**src/rtl/subpix_avg.sv**
```systemverilog
// subpix_avg: averages 2^shift_bit valid subpixel samples per window within an active line.
// Optional build macro SUBPIX_AVG_ROUND_EN selects round-half-up instead of truncation.
module subpix_avg #(
  parameter int DATA_W = 8,
  parameter int ACC_W  = 16
) (
  input  logic              clk,
  input  logic              rst_n,
  input  logic              i_hs,
  input  logic              i_vs,
  input  logic              i_de,
  input  logic [DATA_W-1:0] i_pix,
  input  logic [3:0]        shift_bit,
  output logic [DATA_W-1:0] o_pix,
  output logic              o_valid,
  output logic              o_err
);
  logic [6:0]        count;
  logic [ACC_W-1:0]  acc, sum, rnd;
  logic [3:0]        win_shift;
  logic              active, last;
  logic [DATA_W-1:0] avg;
  always_comb begin
    active = i_hs && i_vs;
    sum    = acc + ACC_W'(i_pix);
    last   = count == ~(7'h7f << win_shift);
`ifdef SUBPIX_AVG_ROUND_EN
    rnd    = (win_shift == 4'd0) ? '0 : ACC_W'(1) << (win_shift - 4'd1);
`else
    rnd    = '0;
`endif
    avg    = DATA_W'((sum + rnd) >> win_shift);
  end
  // count == 0 is IDLE; pass-through (8) and N = 1 windows never leave it
  always_ff @(posedge clk or negedge rst_n) begin
    if (!rst_n) begin
      count     <= '0;
      acc       <= '0;
      win_shift <= '0;
      o_pix     <= '0;
      o_valid   <= 1'b0;
      o_err     <= 1'b0;
    end else if (!active) begin
      count     <= '0;
      acc       <= '0;
      win_shift <= '0;
      o_pix     <= '0;
      o_valid   <= 1'b0;
      o_err     <= 1'b0;
    end else begin
      o_valid <= 1'b0;
      o_err   <= 1'b0;
      if (i_de) begin
        if (count == 7'd0) begin
          win_shift <= shift_bit;
          if (shift_bit[3] || shift_bit == 4'd0) begin
            o_pix   <= i_pix;
            o_valid <= 1'b1;
            o_err   <= shift_bit[3];
          end else begin
            acc   <= ACC_W'(i_pix);
            count <= 7'd1;
          end
        end else if (last) begin
          o_pix   <= avg;
          o_valid <= 1'b1;
          acc     <= '0;
          count   <= '0;
        end else begin
          acc   <= sum;
          count <= count + 7'd1;
        end
      end
    end
  end
endmodule

```
**config.mk**
```make
export PLATFORM = sky130hd
export DESIGN_NAME = subpix_avg
export DESIGN_NICKNAME = d
export VERILOG_FILES = /design/src/rtl/subpix_avg.sv
export SDC_FILE = /design/constraint.sdc
export NUM_CORES = 1
export LEC_CHECK = 0
export BUFFER_PORTS_ARGS = -buffer_cell sky130_fd_sc_hd__buf_4
export CORE_UTILIZATION = 35
export DETAILED_ROUTE_END_ITERATION = 10
export PLACE_DENSITY = 0.58
export SETUP_SLACK_MARGIN = 0.3
export SLEW_MARGIN = 20
export SYNTH_ARGS = -nofsm -noshare
export SYNTH_HDL_FRONTEND = slang
export SYNTH_SLANG_ARGS = --single-unit
```
**constraint.sdc**
```tcl
create_clock -name clk -period 3.4 [get_ports clk]
set_clock_uncertainty 0.05 [all_clocks]
set_input_delay 0.51 -clock clk [delete_from_list [all_inputs] [get_ports clk]]
set_output_delay 0.51 -clock clk [all_outputs]
set_load 0.005 [all_outputs]
```
==> out/metrics.csv, run 1 <==
metric;value;unit
status;finished clean;
antenna_found_initial;0;
finish.instance_area;0.003797;mm²
hold_viol;0;
p_leak;1.544;nW
drc;0;
pwr-share-clk;38.5;%
cts_hold_buf;0;
die-width;99.37;µm
clock-root-buffer;clkbuf_8;
vias;3382;
critPathArrivalTime;3.11;ns
wl_per_cell;18.73;µm
portBuffers;26;
fin_crit_sh;87.13;%
ys_warn_count;0;
period_needed;2.962;ns
worst-path-buf-inv;1;
slowest_stage;fa_1;
drive_above_1_share;17.62;%
synthesis.area;0.003318;mm²
setup_viol;0;
wl;10270;µm
intPower;0.7741;mW
ys_seq_area_share;27.90;%
crit_type;reg2reg;
path_clk_slew;0.09;ns
dp_cells;540;
critPathRequiredTime;3.55;ns
clock-sinks;37;
hold_class;in2async;
die_y;99.37;µm
cp_slowest_stage_delay;0.40;ns
postCtsSetupBuffers;0;
grt_overflow;0;
max-cap-violations;0;
cp-end-kind;flop;
switching_power;0.3347;mW
slew_headroom;54.59;%
mappedNetlistNets;440;
fmaxAchievable;337.6;MHz
htree_num_levels;2;
clock_path_buffers;2;
antenna_cells;0;
vias_per_cell;6.172;
rsz0062_at_grt;true;
path_cells;ha_1, inv_1, fa_1, nand2b_1, a21bo_2, a21oi_2, a21boi_0, nor3_2, o221ai_1, a21boi_0, o21ai_1;
pre_cts_slack;0.1368;ns
cts_tree;built;
grt_pass1_wl;17080;µm
place_area;0.003660;mm²
dp.final_hpwl;7619;µm
synth_cell_type_count;66;
grt_max_degree;38;
drt.antenna.violating_nets;0;
io_pins;27;
syn_inst;412;
grt_pass1_vias;3288;
ys_async_sr_fraction;100.0;%
worst_slew_pin_slew;0.6740;ns
dr.first_iter.drc_count;206;
finalPower;1.109;mW
p_per_area;292.0;mW/mm²
worst_slack;0.4376;ns
ir_drop;142.7;µV
clk_latency;0.31;ns
cpMostUsedCell;a21boi_0;
nets;464;
track_usage;21.99;%
synth_seq_cells;37;
instances_no_fill;548;
synth-edff-count;0;
comb_power_share;20.3;%
die_area;0.009873;mm²
swShare;30.19;%
synth.avg_cell_area;8.054;µm²
finalSetupTns;0;ns
path_max_fanout;5;
gp_congestion;0.9216;
rows;35;
cts_resized;0;
cts_buffers;5;
crit_family;compound AO/OA/AOI/OAI gates;
synth_flop_cell;dfrtp_1;
syn_to_final_growth;14.44;%
dr.pass1.iters;4;
startpoint_type;flop;
start_util;36.08;%
core;0.009196;mm²
pwr-share-seq;41.3;%
final_max_slew_viol_count;0;
-- cells in the final DEF (no fill, tap or decap), types with 9 or more instances in the layout --
cell / n
ha_1: 10
o21ai_0: 34
o211ai_1: 9
nand2_1: 45
buf_4: 42
dfrtp_1: 37
a21oi_1: 27
nor3_1: 10
inv_1: 11
xnor2_1: 10
and3_1: 10
nand3_1: 22
nor2_1: 35
-- synth_stat cells (all sizes together), types with 6 or more instances --
| library cell | count | area share (%) |
|---|---|---|
| a21oi | 28 | 4.3 |
| o221ai | 6 | 1.6 |
| xnor2 | 10 | 2.6 |
| nand3 | 22 | 3.3 |
| nor2 | 35 | 4.0 |
| buf | 10 | 1.7 |
| o211ai | 12 | 3.2 |
| nor3 | 12 | 2.0 |
| o31ai | 9 | 2.5 |
| o21ai | 38 | 5.8 |
| a21o | 6 | 1.4 |
| inv | 11 | 1.2 |
| ha | 10 | 3.8 |
| nand2 | 45 | 5.1 |
| clkbuf | 15 | 1.7 |
| mux2i | 8 | 2.4 |
| dfrtp | 37 | 28 |
| xor2 | 7 | 1.8 |
| mux2 | 6 | 2.0 |
| and3 | 11 | 2.1 |
-- path summary, 6_finish.rpt --
kind	start	endpoint	slack [ns]	cells past startpoint
max	acc[0]	o_pix[6]	0.44	11
min	rst_n	count[3]	0.10	1
max reg2reg	acc[0]	o_pix[6]	0.44	11
min reg2reg	acc[2]	acc[2]	0.44	2
max in group asynchronous	rst_n	acc[11]	2.82	1
min in group clk	shift_bit[3]	o_err	0.40	2
-- final cells by class --
class | instances | area [µm²]
clock buffer | 6 | 82.58
clock inverter | 2 | 37.54
inverter | 12 | 45.04
multi-input combinational | 338 | 2252
timing repair buffer | 42 | 315.3
sequential | 37 | 925.9
fill | 961 | 5399
tap | 111 | 138.9
-- stage by stage --
step	utilization (%)	hold WS, ns
final	41.29	0.1043
after global routing	41.29	0.1547
after CTS	41.10	0.1448
after detailed placement	39.80	0.4265
after global placement	39.80	0.4208
after floorplan	-	0.1644
-- power by group through the flow --
| stage | registers, mW | clock network, mW | logic [mW] |
|---|---|---|---|
| floorplan | 0.461 | 0 | 0.140 |
| detailed placement | 0.466 | 0 | 0.222 |
| finish | 0.457 | 0.426 | 0.225 |
| global route | 0.459 | 0.451 | 0.247 |
| CTS | 0.457 | 0.437 | 0.222 |
| global placement | 0.466 | 0 | 0.221 |
-- layer usage --
metal | up-vias | routed length, µm | GRT usage, %
met5 | - | 0 | 0
met4 | 0 | 211 | 7.353
met3 | 21 | 530 | 3.514
met2 | 120 | 4664 | 35.15
met1 | 1662 | 4859 | 30.28
li1 | 1579 | - | -
-- registers in the layout (all words and copies together), names as in the netlist --
register and cells:
acc 16, count 7, o_err 1, o_pix 8, o_valid 1, win_shift 4
-- kinds of logic after synthesis --
kind of cell / Yosys count / share of synthesized area, %
xor gates and xnor gates: 17 / 4.487
buffers and inverters: 37 / 4.751
and+or+nand+nor: 155 / 22.66
DFF: 37 / 27.90
muxes: 18 / 7.240
AOI/OAI and AO/OA: 137 / 28.58
adders and majority gates: 11 / 4.374
Note: power is estimated with default switching activity, not from simulation.
==> run 2: changes to the inputs <==
--- a/config.mk
+++ b/config.mk
@@ -6,9 +6,9 @@
 export NUM_CORES = 1
 export LEC_CHECK = 0
 export BUFFER_PORTS_ARGS = -buffer_cell sky130_fd_sc_hd__buf_4
-export CORE_UTILIZATION = 35
+export CORE_UTILIZATION = 55
 export DETAILED_ROUTE_END_ITERATION = 10
-export PLACE_DENSITY = 0.58
+export PLACE_DENSITY = 0.81
 export SETUP_SLACK_MARGIN = 0.3
 export SLEW_MARGIN = 20
 export SYNTH_ARGS = -nofsm -noshare
==> out/metrics.csv, run 2 (same netlist as run 1, synthesis figures left out) <==
metric;value;unit
status;finished clean;
endpoint;o_pix[2];
crit_type;reg2reg;
p_leak;1.551;nW
final_cell_mix;nand2_1 (45), buf_4 (41), dfrtp_1 (37), nor2_1 (35), o21ai_0 (34);
pwr-share-seq;41.9;%
worst-path-buf-inv;1;
cp-startpoint;acc[0];
dp.final_hpwl;7204;µm
syn_to_final_growth;14.37;%
period_needed;3.026;ns
vias;3420;
switching_power;0.3173;mW
dr.pass1.iters;5;
hold_viol;0;
path_max_fanout;4;
rows;27;
finalSetupTns;0;ns
slowest_stage;mux4_2;
worstSetupPathDepth;10;
ir_drop;173.6;µV
die_area;0.006347;mm²
fin_crit_sh;88.99;%
clock-root-buffer;clkbuf_8;
rsz0062_at_grt;false;
swShare;29.04;%
slew_headroom;46.71;%
htree_num_levels;2;
nFillCells;477;
nets;463;
core;0.005675;mm²
clock_path_buffers;2;
track_usage;32.62;%
clock-sinks;37;
drive_above_1_share;18.35;%
cts_buffers;5;
clk_latency;0.30;ns
grt_use_met2;51.79;%
die_y;79.67;µm
worst_slew_pin_slew;0.7910;ns
cts_tree;built;
multi_input_area;0.002310;mm²
drc;0;
met3_usage;9.029;%
io_pins;27;
pre_cts_slack;0.1365;ns
busiest_layer;met2;
die-width;79.67;µm
fmaxAchievable;330.5;MHz
drt.antenna.violating_nets;0;
holdWs;0.1207;ns
antenna_cells;0;
cp-end-kind;flop;
crit_family;compound AO/OA/AOI/OAI gates;
pwr-share-clk;37.3;%
finalPower;1.093;mW
grt_overflow;0;
grt_pass1_wl;15870;µm
grt_max_degree;38;
largestRegisters;acc: 16 flops, o_pix: 8 flops, count: 7 flops;
path_cells;ha_4, inv_1, fa_1, nand2b_1, a21oi_1, xor2_1, mux4_2, a32o_1, a211oi_1, o221ai_1;
portBuffers;26;
wl;10030;µm
startpoint_type;flop;
regArea;925.9;µm²
grt_pass1_vias;3238;
wl_per_cell;19.74;µm
rrSetupSlack;0.37;ns
reg2regPathDepth;10;
final_common_cell;nand2_1;
intPower;0.7753;mW
largest_reg_flops;16;
antenna_found_initial;1;
critPathArrivalTime;3.12;ns
p_per_area;287.9;mW/mm²
vias_per_cell;6.732;
r2r-start;acc[0];
comb_power_share;20.8;%
final_max_slew_viol_count;0;
worst_slack;0.3744;ns
max-cap-violations;0;
path_clk_slew;0.08;ns
hold_class;in2async;
cp_slowest_stage_delay;0.48;ns
setup_viol;0;
start_util;58.47;%
gr-usage-met1;41.14;%
critPathRequiredTime;3.50;ns
gp_congestion;0.9791;
cts_hold_buf;0;
r2r-end;o_pix[2];
regMostFlops;acc;
dr.first_iter.drc_count;398;
run 2: cell types whose count changed in the layout (fill, tap and decap cells not counted), sizes merged:
| cell | change |
|---|---|
| buf | -1 |
| clkbuf | +1 |
| clkinvlp | -1 |
run 2: repair_timing:
item | CTS | global route
buffers inserted | 0 | 1
gates resized for setup | 0 | 14
setup endpoints to repair | 0 | 8
run 2: layout make-up:
cell class / instances / share of cell area (%)
inverters: 12 / 1.187
clock inverters: 1 / 0.7913
well taps: 72 / 2.374
multi-input cells: 338 / 60.86
clock buffers: 7 / 2.275
repair buffers: 41 / 8.111
flip-flops and latches: 37 / 24.40
run 2: per-layer routing:
layer  part of all wire (%)  vias to the layer above
li1                       -                     1582
met2                     47                      189
met3                     10                       42
met5                      0                        -
met1                     39                     1607
met4                    3.5                        0
run 2: worst reg2reg max path, stage by stage (launching register included):
cell and delay (ns):
dfrtp_1 0.41, ha_4 0.18, inv_1 0.05, fa_1 0.38
nand2b_1 0.21, a21oi_1 0.18, xor2_1 0.15, mux4_2 0.48
a32o_1 0.29, a211oi_1 0.29, o221ai_1 0.22
run 2: metrics by stage:
stage          cells  util [%]  area [µm²]
3_3_place_gp     499     63.36        3596
2_1_floorplan    412         -        3318
3_5_place_dp     499     63.36        3596
5_1_grt          508     66.87        3795
6_report         508     66.87        3795
4_1_cts          507     65.41        3712
run 2: worst min-delay path by stage:
stage	startpoint	to	depth (start not counted)
2_1_floorplan	rst_n	acc[0]	0
6_report	rst_n	o_pix[7]	1
5_1_grt	rst_n	count[4]	1
4_1_cts	rst_n	win_shift[0]	1
3_5_place_dp	acc[5]	acc[5]	2
3_3_place_gp	acc[6]	acc[6]	2
run 2: power groups by stage:
| stage | clock [mW] | sequential, mW | combinational, mW |
|---|---|---|---|
| finish | 0.408 | 0.457 | 0.227 |
| CTS | 0.407 | 0.457 | 0.217 |
| global placement | 0 | 0.465 | 0.212 |
| floorplan | 0 | 0.461 | 0.140 |
| detailed placement | 0 | 0.466 | 0.216 |
| global route | 0.431 | 0.458 | 0.248 |
==> run 3: changes to the inputs <==
==> constraint.sdc (replaced) <==
create_clock -name clk -period 3.15 [get_ports clk]
set_clock_uncertainty 0.05 [all_clocks]
set_input_delay 0.4725 -clock clk [delete_from_list [all_inputs] [get_ports clk]]
set_output_delay 0.4725 -clock clk [all_outputs]
set_load 0.005 [all_outputs]
==> out/metrics.csv, run 3 (same netlist as run 1, synthesis figures left out) <==
metric;value;unit
final_common_cell;buf_4;
wl;10990;µm
nets;475;
setup_viol;0;
core;0.005675;mm²
nFillCells;442;
cts_hold_buf;0;
period_needed;2.861;ns
vias;3623;
die_area;0.006347;mm²
largest_reg_flops;16;
htree_num_levels;2;
final_cell_mix;buf_4 (52), nand2_1 (45), dfrtp_1 (37), nor2_1 (34), o21ai_0 (32);
fin_util;69.95;%
worst_slew_pin_slew;0.7930;ns
cts_buffers;5;
path_clk_slew;0.08;ns
wl_per_cell;21.13;µm
dr.first_iter.drc_count;478;
fin_crit_sh;90.83;%
grt_pass1_vias;3202;
r2r-end;o_pix[4];
reg2regPathDepth;11;
grt_overflow;0;
hold_viol;0;
dp_cells;506;
rrSetupSlack;0.29;ns
drc;0;
clock-root-buffer;clkbuf_8;
finalPower;1.152;mW
max-cap-violations;0;
rsz0062_at_grt;true;
startpoint_type;flop;
instances_no_fill;520;
regMostFlops;acc;
antenna_cells;0;
finalSetupTns;0;ns
ir_drop;177.0;µV
cp-startpoint;acc[0];
die-width;79.67;µm
gp_congestion;1.035;
start_util;58.47;%
critPathRequiredTime;3.26;ns
place_area;0.003660;mm²
status;finished clean;
clock_path_buffers;2;
drt.antenna.violating_nets;0;
antenna_found_initial;0;
slew_headroom;46.58;%
dr.pass1.iters;5;
fmaxAchievable;349.5;MHz
largestRegisters;acc: 16 flops, o_pix: 8 flops, count: 7 flops;
p_leak;1.610;nW
clock-sinks;37;
vias_per_cell;6.967;
grt_max_degree;38;
p_per_area;290.2;mW/mm²
final_max_slew_viol_count;0;
finish.instance_area;0.003970;mm²
hold_class;in2async;
io_pins;27;
crit_type;reg2reg;
cts_tree;built;
die_y;79.67;µm
portBuffers;26;
track_usage;33.50;%
r2r-start;acc[0];
grt_pass1_wl;16210;µm
clk_latency;0.31;ns
rows;27;
syn_to_final_growth;19.65;%
path_max_fanout;4;
drive_above_1_share;22.99;%
cp-end-kind;flop;
dp.final_hpwl;7464;µm
critPathArrivalTime;2.98;ns
-- run 3: cell types whose count changed in the layout (fill, tap and decap cells not counted), sizes merged --
cell	change
bufinv	-1
clkbuf	-1
buf	+12
clkinv	+2
-- run 3: what timing repair did --
| action | in CTS | in global routing |
|---|---|---|
| buffers inserted | 1 | 5 |
| pin swaps | 1 | 5 |
| setup endpoints to repair | 3 | 8 |
| resized for setup | 2 | 25 |
-- run 3: routing by layer --
| layer | GRT usage [%] | vias up | part of all wire [%] |
|---|---|---|---|
| li1 | - | 1601 | - |
| met1 | 43.62 | 1738 | 40 |
| met2 | 56.84 | 239 | 47 |
| met4 | 10.18 | 0 | 3.7 |
| met5 | 0 | - | 0 |
| met3 | 5.029 | 45 | 9.6 |
-- run 3: worst max-delay path by stage --
stage / end / slack, ns / depth (start not counted)
floorplan: o_pix[0] / 0.32 / 11
global placement: o_pix[0] / 0.1 / 12
detailed placement: o_pix[0] / 0.04 / 12
CTS: o_pix[4] / 0.31 / 11
global route: o_pix[4] / 0.22 / 11
finish: o_pix[4] / 0.29 / 11
-- run 3: cell type report --
class	count	area [µm²]	share of cell area, %
inverters	12	45.04	1.135
flip-flops and latches	37	925.9	23.32
multi-input cells	338	2402	60.51
clock inverters	2	13.76	0.3467
repair buffers	53	410.4	10.34
well taps	72	90.09	2.269
clock buffers	6	82.58	2.080
-- run 3: power breakdown --
group,internal [mW],switching (mW)
clock,0.178,0.199
sequential,0.483,0.00973
combinational,0.115,0.167
-- run 3: critical path: stages, from the launching register on --
cell      delay [ns]
dfrtp_1         0.41
ha_4            0.18
inv_1           0.05
fa_2            0.35
nand2b_4        0.17
a21bo_2         0.25
a211oi_2        0.23
buf_4           0.16
o211ai_1        0.19
and4_1          0.26
a221oi_1        0.26
o211ai_1        0.16
-- run 3: metrics by stage --
stage | hold WS (ns) | setup WS (ns)
3_5_place_dp | 0.4188 | 0.03923
3_3_place_gp | 0.4176 | 0.09727
5_1_grt | 0.1152 | 0.2227
4_1_cts | 0.1002 | 0.3055
2_1_floorplan | 0.1269 | 0.3152
6_report | 0.07876 | 0.2890
